[src/rtl/cpu_run_sequencer.sv]
// cpu_run_sequencer
//   Debug run controller that sits between the monitor command path and the
//   CPU status block. RUN / STOP / STEP-N / RUN-TO-BREAKPOINT commands become
//   single-cycle cpu_start / quit_cmd pulses. The block counts retirements in
//   step mode, compares retire PCs against NUM_BP breakpoint slots, and reports
//   why each run sequence ended.
//
// Ports
//   clk, rst_n         clock, asynchronous active-low reset
//   cmd_valid/ready    command handshake (see below)
//   cmd_op, cmd_arg    0 NOP, 1 RUN, 2 STOP, 3 STEP(arg), 4 RUN_BP, 5-7 NOP
//   bp_wr/idx/addr/en  breakpoint slot write port, usable in any state
//   cpu_run_state      run flag returned by the status block
//   retire_valid/pc    one retirement per cycle with its PC
//   cpu_start/quit_cmd one-cycle pulses to the status block
//   seq_state          FSM state (IDLE=0 START=1 RUN=2 STEP=3 STOPPING=4)
//   halt_evt           one-cycle pulse when a run sequence ends
//   halt_reason        0 NONE 1 STOP 2 STEP_DONE 3 BP_HIT 4 EXT, held until next halt_evt
//   hit_bp             lowest matching slot for BP_HIT
//   step_remain        steps left in step mode
//
// Handshake: a command transfers in a cycle where cmd_valid and cmd_ready are
// both 1. cmd_ready depends only on the FSM state (1 in IDLE, RUN, STEP), never
// on cmd_valid, so the producer may hold cmd_valid until it sees cmd_ready.
module cpu_run_sequencer #(
  parameter int PC_W   = 30,
  parameter int STEP_W = 16,
  parameter int NUM_BP = 2,
  parameter int BPI_W  = (NUM_BP > 1) ? $clog2(NUM_BP) : 1
) (
  input  logic              clk,
  input  logic              rst_n,
  input  logic              cmd_valid,
  output logic              cmd_ready,
  input  logic [2:0]        cmd_op,
  input  logic [STEP_W-1:0] cmd_arg,
  input  logic              bp_wr,
  input  logic [BPI_W-1:0]  bp_idx,
  input  logic [PC_W-1:0]   bp_addr,
  input  logic              bp_en,
  input  logic              cpu_run_state,
  input  logic              retire_valid,
  input  logic [PC_W-1:0]   retire_pc,
  output logic              cpu_start,
  output logic              quit_cmd,
  output logic [2:0]        seq_state,
  output logic              halt_evt,
  output logic [2:0]        halt_reason,
  output logic [BPI_W-1:0]  hit_bp,
  output logic [STEP_W-1:0] step_remain
);

  localparam logic [2:0] OP_RUN    = 3'd1;
  localparam logic [2:0] OP_STOP   = 3'd2;
  localparam logic [2:0] OP_STEP   = 3'd3;
  localparam logic [2:0] OP_RUN_BP = 3'd4;

  localparam logic [2:0] R_STOP = 3'd1;
  localparam logic [2:0] R_STEP = 3'd2;
  localparam logic [2:0] R_BP   = 3'd3;
  localparam logic [2:0] R_EXT  = 3'd4;

  typedef enum logic [2:0] {
    S_IDLE     = 3'd0,
    S_START    = 3'd1,
    S_RUN      = 3'd2,
    S_STEP     = 3'd3,
    S_STOPPING = 3'd4
  } state_t;

  state_t              state_q, state_d;
  logic                cpu_start_q, cpu_start_d;
  logic                quit_cmd_q, quit_cmd_d;
  logic                halt_evt_q, halt_evt_d;
  logic [2:0]          halt_reason_q, halt_reason_d;
  logic [BPI_W-1:0]    hit_bp_q, hit_bp_d;
  logic [STEP_W-1:0]   step_remain_q, step_remain_d;
  logic                step_mode_q, step_mode_d;
  logic                bp_armed_q, bp_armed_d;
  // Reason/slot captured at the stop trigger, published on halt_evt.
  logic [2:0]          pend_reason_q, pend_reason_d;
  logic [BPI_W-1:0]    pend_bp_q, pend_bp_d;

  logic [PC_W-1:0]     bp_addr_q [NUM_BP];
  logic [PC_W-1:0]     bp_addr_d [NUM_BP];
  logic [NUM_BP-1:0]   bp_en_q, bp_en_d;

  logic                cmd_acc;
  logic                match_any;
  logic [BPI_W-1:0]    match_idx;
  logic                bp_hit;
  logic                step_done;

  assign cmd_ready = (state_q == S_IDLE) || (state_q == S_RUN) || (state_q == S_STEP);
  assign cmd_acc   = cmd_valid && cmd_ready;

  // Breakpoint slot writes land next cycle; out-of-range indices are dropped.
  always_comb begin
    bp_addr_d = bp_addr_q;
    bp_en_d   = bp_en_q;
    for (int i = 0; i < NUM_BP; i++) begin
      if (bp_wr && (32'(bp_idx) == i)) begin
        bp_addr_d[i] = bp_addr;
        bp_en_d[i]   = bp_en;
      end
    end
  end

  // Scan downwards so the lowest matching slot is the last one written.
  always_comb begin
    match_any = 1'b0;
    match_idx = '0;
    for (int i = NUM_BP - 1; i >= 0; i--) begin
      if (bp_en_q[i] && (bp_addr_q[i] == retire_pc)) begin
        match_any = 1'b1;
        match_idx = BPI_W'(i);
      end
    end
  end

  assign bp_hit    = retire_valid && bp_armed_q && match_any;
  assign step_done = step_mode_q && retire_valid && (step_remain_q == STEP_W'(1));

  always_comb begin
    state_d       = state_q;
    cpu_start_d   = 1'b0;
    quit_cmd_d    = 1'b0;
    halt_evt_d    = 1'b0;
    halt_reason_d = halt_reason_q;
    hit_bp_d      = hit_bp_q;
    step_remain_d = step_remain_q;
    step_mode_d   = step_mode_q;
    bp_armed_d    = bp_armed_q;
    pend_reason_d = pend_reason_q;
    pend_bp_d     = pend_bp_q;

    case (state_q)
      S_IDLE: begin
        if (cmd_acc) begin
          case (cmd_op)
            OP_RUN, OP_RUN_BP: begin
              state_d       = S_START;
              cpu_start_d   = 1'b1;
              bp_armed_d    = (cmd_op == OP_RUN_BP);
              step_mode_d   = 1'b0;
              step_remain_d = '0;
            end
            OP_STEP: begin
              if (cmd_arg != '0) begin
                state_d       = S_START;
                cpu_start_d   = 1'b1;
                bp_armed_d    = 1'b1;
                step_mode_d   = 1'b1;
                step_remain_d = cmd_arg;
              end else begin
                // Zero-length step completes without starting the CPU.
                halt_evt_d    = 1'b1;
                halt_reason_d = R_STEP;
                hit_bp_d      = '0;
              end
            end
            OP_STOP: begin
              halt_evt_d    = 1'b1;
              halt_reason_d = R_STOP;
              hit_bp_d      = '0;
            end
            default: ;
          endcase
        end
      end

      S_START, S_RUN, S_STEP: begin
        if (step_mode_q && retire_valid && (step_remain_q != '0))
          step_remain_d = step_remain_q - STEP_W'(1);

        // Priority: breakpoint > step done > STOP command > external halt.
        if (bp_hit || step_done) begin
          state_d       = S_STOPPING;
          quit_cmd_d    = 1'b1;
          pend_reason_d = bp_hit ? R_BP : R_STEP;
          pend_bp_d     = bp_hit ? match_idx : '0;
        end else if (cmd_acc && (cmd_op == OP_STOP)) begin
          state_d       = S_STOPPING;
          quit_cmd_d    = 1'b1;
          pend_reason_d = R_STOP;
          pend_bp_d     = '0;
        end else if (state_q == S_START) begin
          if (cpu_run_state)
            state_d = step_mode_q ? S_STEP : S_RUN;
        end else if (!cpu_run_state) begin
          // CPU stopped on its own: no quit is sent.
          state_d       = S_IDLE;
          halt_evt_d    = 1'b1;
          halt_reason_d = R_EXT;
          hit_bp_d      = '0;
        end
      end

      S_STOPPING: begin
        if (!cpu_run_state) begin
          state_d       = S_IDLE;
          halt_evt_d    = 1'b1;
          halt_reason_d = pend_reason_q;
          hit_bp_d      = pend_bp_q;
        end
      end

      default: state_d = S_IDLE;
    endcase
  end

  always_ff @(posedge clk or negedge rst_n) begin
    if (!rst_n) begin
      state_q       <= S_IDLE;
      cpu_start_q   <= 1'b0;
      quit_cmd_q    <= 1'b0;
      halt_evt_q    <= 1'b0;
      halt_reason_q <= '0;
      hit_bp_q      <= '0;
      step_remain_q <= '0;
      step_mode_q   <= 1'b0;
      bp_armed_q    <= 1'b0;
      pend_reason_q <= '0;
      pend_bp_q     <= '0;
      bp_en_q       <= '0;
      for (int i = 0; i < NUM_BP; i++) bp_addr_q[i] <= '0;
    end else begin
      state_q       <= state_d;
      cpu_start_q   <= cpu_start_d;
      quit_cmd_q    <= quit_cmd_d;
      halt_evt_q    <= halt_evt_d;
      halt_reason_q <= halt_reason_d;
      hit_bp_q      <= hit_bp_d;
      step_remain_q <= step_remain_d;
      step_mode_q   <= step_mode_d;
      bp_armed_q    <= bp_armed_d;
      pend_reason_q <= pend_reason_d;
      pend_bp_q     <= pend_bp_d;
      bp_en_q       <= bp_en_d;
      for (int i = 0; i < NUM_BP; i++) bp_addr_q[i] <= bp_addr_d[i];
    end
  end

  assign cpu_start   = cpu_start_q;
  assign quit_cmd    = quit_cmd_q;
  assign halt_evt    = halt_evt_q;
  assign halt_reason = halt_reason_q;
  assign hit_bp      = hit_bp_q;
  assign step_remain = step_remain_q;
  assign seq_state   = state_q;

endmodule
[config.mk]
export PLATFORM = sky130hd
export DESIGN_NAME = cpu_run_sequencer
export DESIGN_NICKNAME = d
export VERILOG_FILES = /design/src/rtl/cpu_run_sequencer.sv
export SDC_FILE = /design/constraint.sdc
export NUM_CORES = 1
export LEC_CHECK = 0
export BUFFER_PORTS_ARGS = -buffer_cell sky130_fd_sc_hd__buf_2
export CAP_MARGIN = 5
export CORE_MARGIN = 2
export CORE_UTILIZATION = 58
export DETAILED_ROUTE_END_ITERATION = 6
export GPL_ROUTABILITY_DRIVEN = 0
export GPL_TIMING_DRIVEN = 0
export PLACE_DENSITY = 0.95
export SYNTH_ARGS = -nofsm -noshare
export SYNTH_HDL_FRONTEND = slang
export SYNTH_SLANG_ARGS = --single-unit
[constraint.sdc]
create_clock -name clk -period 4.2 [get_ports clk]
set_input_delay 0.42 -clock clk [delete_from_list [all_inputs] [get_ports clk]]
set_output_delay 0.42 -clock clk [all_outputs]
set_load 0.05 [all_outputs]
==> impl_metrics.yaml <==
run_status:
  outcome: "complete, no violations"
grt:
  grt_pass1_vias: 4061
  grt_max_degree: 72
  grt_pass1_wl_um: 19700
  grt.overflow.total: 0
  antenna_found_initial: 1
  grt_util_all_layers_pct: 28.7
die:
  start_util_pct: 59.3
  fp-row-count: 33
  dieArea_um2: 9070
  chipHeight_um: 95.2
  die_w_um: 95.2
  fp.coreArea_um2: 8130
  ios: 114
clocking:
  clk_pin_slew_ps: 110
  cts_post_setup_buffers_inserted: 0
  cts-htree-levels: 3
  post_cts_resized: 0
  clock_latency_ps: 370
  cts_hold_buffers: 1
  numCtsBuffers: 9
  cts_sinks: 93
  clockRootBuffer: "clkbuf_8"
  ctsLongestPathBuffers: 2
  cts_tree: "yes"
drt:
  drc_errors: 0
  vias: 4032
  drt-initial-drc-count: 268
  via_per_inst: 6.04
  wl_met3_um: 1050
  highest_layer: "met5"
  wl_met1_um: 4740
  routedWlPerCell_um: 18.5
  wl_um: 12400
  met2_wirelength_um: 6210
  postRouteAntennaNets: 0
  dr.pass1.iters: 5
flow_run:
  cap_violations: 0
yosys:
  synth_top_family_by_area: "multiplexers"
  synth_area_leaders: "dfrtp_1 (48%), mux2_2 (14%), xnor2_1 (10%)"
  ys_warn_count: 0
  async_flop_share_pct: 100
  synth.most_common_cell: "dfrtp_1"
  synth_compound_area_share_pct: 11.5
  syn_area_um2: 4830
  synthSimpleGateAreaFrac_pct: 11.5
  synth_top_cells_by_count: "dfrtp_1 (93), mux2_2 (62), xnor2_1 (57)"
  synth_top_cell_by_area: "dfrtp_1"
  synth_cells: 431
  synthXorXnorAreaFrac_pct: 10.9
  ys.flop_type: "dfrtp_1"
  synth_fp_nets: 521
  synth_fa_ha_area_share_pct: 0.778
  synthMuxAreaShare_pct: 15.2
  ys_seq_elements: 93
  ys_seq_area_share_pct: 48.2
  synth_edf_count: 0
  synth_area_per_cell_um2: 11.2
  ys_types: 51
  netlist.area_leader.share_pct: 48.2
setup_path:
  cp.required_ps: 4450
  path_delay_family: "simple AND/OR/NAND/NOR gates"
  cp_slowest_cell: "nor4_1"
  crit_path_start_kind: "register"
  path_cells: "nor4_1, nand2b_1, o31ai_1, a21oi_2, a21boi_4, mux2_1"
  critPathArrivalTime_ps: 2700
  cp-end-kind: "register"
  path_class: "register to register"
  max_stage_delay_ps: 610
  crit_buf_inv: 0
  crit_fanout: 6
timing:
  clock.fmax_mhz: 407
  rsz0062_at_grt: "no"
  setup_viol_count_final: 0
  final-max-slew-violation-count: 0
  finalCritPeriodShare_pct: 58.4
  hold_viol_final: 0
  max_slew_margin_pct: 43.2
  skew_ps: 12.9
  min_period_ps: 2450
  worst_pin_slew_ps: 851
  setup_tns_ps: 0
placed_design:
  dp_hpwl_um: 9140
  dpl_cell_area_um2: 5550
  io_buffers: 113
worst_hold_path:
  hold_class: "primary input to register"
power:
  power_leakage_nw: 2.56
  p_switching_mw: 1.50
  ir_drop_mv: 0.244
  clockPowerShare_pct: 18.2
  p_seq_share_pct: 37.6
  power.internal_mw: 1.81
  powerDensity_nw_per_um2: 572
  p_sw_share_pct: 45.3
  power_frac_comb_pct: 44.2
finish:
  stdcell_area_um2: 5770
  areaGrowthSynthToFinish_pct: 19.5
  nNetsFinal: 647
  drive_gt1_share_pct: 36.3
[power groups by stage]
| stage | Clock (mW) | Sequential, mW | Combinational, mW |
|---|---|---|---|
| 3_3_place_gp | 0 | 1.24 | 1.37 |
| 5_1_grt | 0.646 | 1.27 | 1.57 |
| 6_report | 0.600 | 1.24 | 1.46 |
| 3_5_place_dp | 0 | 1.25 | 1.42 |
| 2_1_floorplan | 0 | 1.51 | 0.758 |
| 4_1_cts | 0.604 | 1.24 | 1.44 |
[cell families after synthesis]
| logic type | Yosys count |
|---|---|
| mux | 65 |
| flops | 93 |
| buf+inv | 24 |
| simple gates | 100 |
| xor+xnor | 60 |
| fa+ha+maj | 3 |
| compound gates | 86 |
[path summary, 6_finish.rpt]
check,start,end,slack (ps),cells past startpoint
max,step_remain[11],hit_bp,1750,6
min,bp_addr[7],bp_addr_q[7],290,2
max reg2reg,step_remain[11],hit_bp,1750,6
min reg2reg,halt_reason[0],halt_reason[0],510,1
max in group asynchronous,rst_n,bp_addr_q[38],3060,3
min in group asynchronous,rst_n,step_remain[14],480,2
[final cells by class]
type                    instances  area (um^2)
diodes                          1         2.50
plain buffers                  16         63.8
clock buffers                   9          124
clock inverters                 7         78.8
fillers                       565         2370
inverters                       8         30.0
multi-input cells             314         2400
flip-flops and latches         93         2330
well taps                     105          131
repair buffers                115          606
[per-stage QoR]
step / setup slack [ps] / hold slack [ps] / power [mW] / utilization, % / std cells
finish: 1750 / 290 / 3.30 / 70.9 / 668
global route: 1540 / 281 / 3.48 / 70.9 / 667
CTS: 1800 / 284 / 3.28 / 70.9 / 667
detailed placement: 1760 / 343 / 2.68 / 68.3 / 650
global placement: 1830 / 473 / 2.61 / 67.9 / 649
floorplan: 2000 / 124 / 2.27 / - / 431
[cell usage in the layout (no fill, tap or decap), drive strengths merged, types with 13 or more instances in the layout]
master | synthesis | routed
buf | 5 | 119
dfrtp | 93 | 93
mux2 | 65 | 65
xnor2 | 57 | 57
o21ai | 38 | 38
nor2 | 21 | 21
clkbuf | 11 | 20
nand4 | 14 | 14
nand2 | 14 | 14
a21oi | 13 | 13
[state kept, by name (all words and copies together), names as in the netlist]
signal         count
pend_reason_q      2
step_remain       16
bp_en_q            2
pend_bp_q          1
bp_addr_q         60
quit_cmd           1
hit_bp             1
bp_armed_q         1
step_mode_q        1
cpu_start          1
halt_reason        3
seq_state          3
halt_evt           1
[layer usage]
| layer | vias to the layer above | GRT usage [%] |
|---|---|---|
| met5 | - | 0 |
| met4 | 2 | 11.8 |
| met3 | 43 | 5.93 |
| met2 | 226 | 48.9 |
| met1 | 1941 | 35.5 |
| li1 | 1820 | - |
[worst register-to-register path, cell delays in order (launching register included)]
cell      delay, ps
dfrtp_1         460
nor4_1          610
nand2b_1        210
o31ai_1         360
a21oi_2         100
a21boi_4        250
mux2_1          350
(Power assumes the default switching activity.)
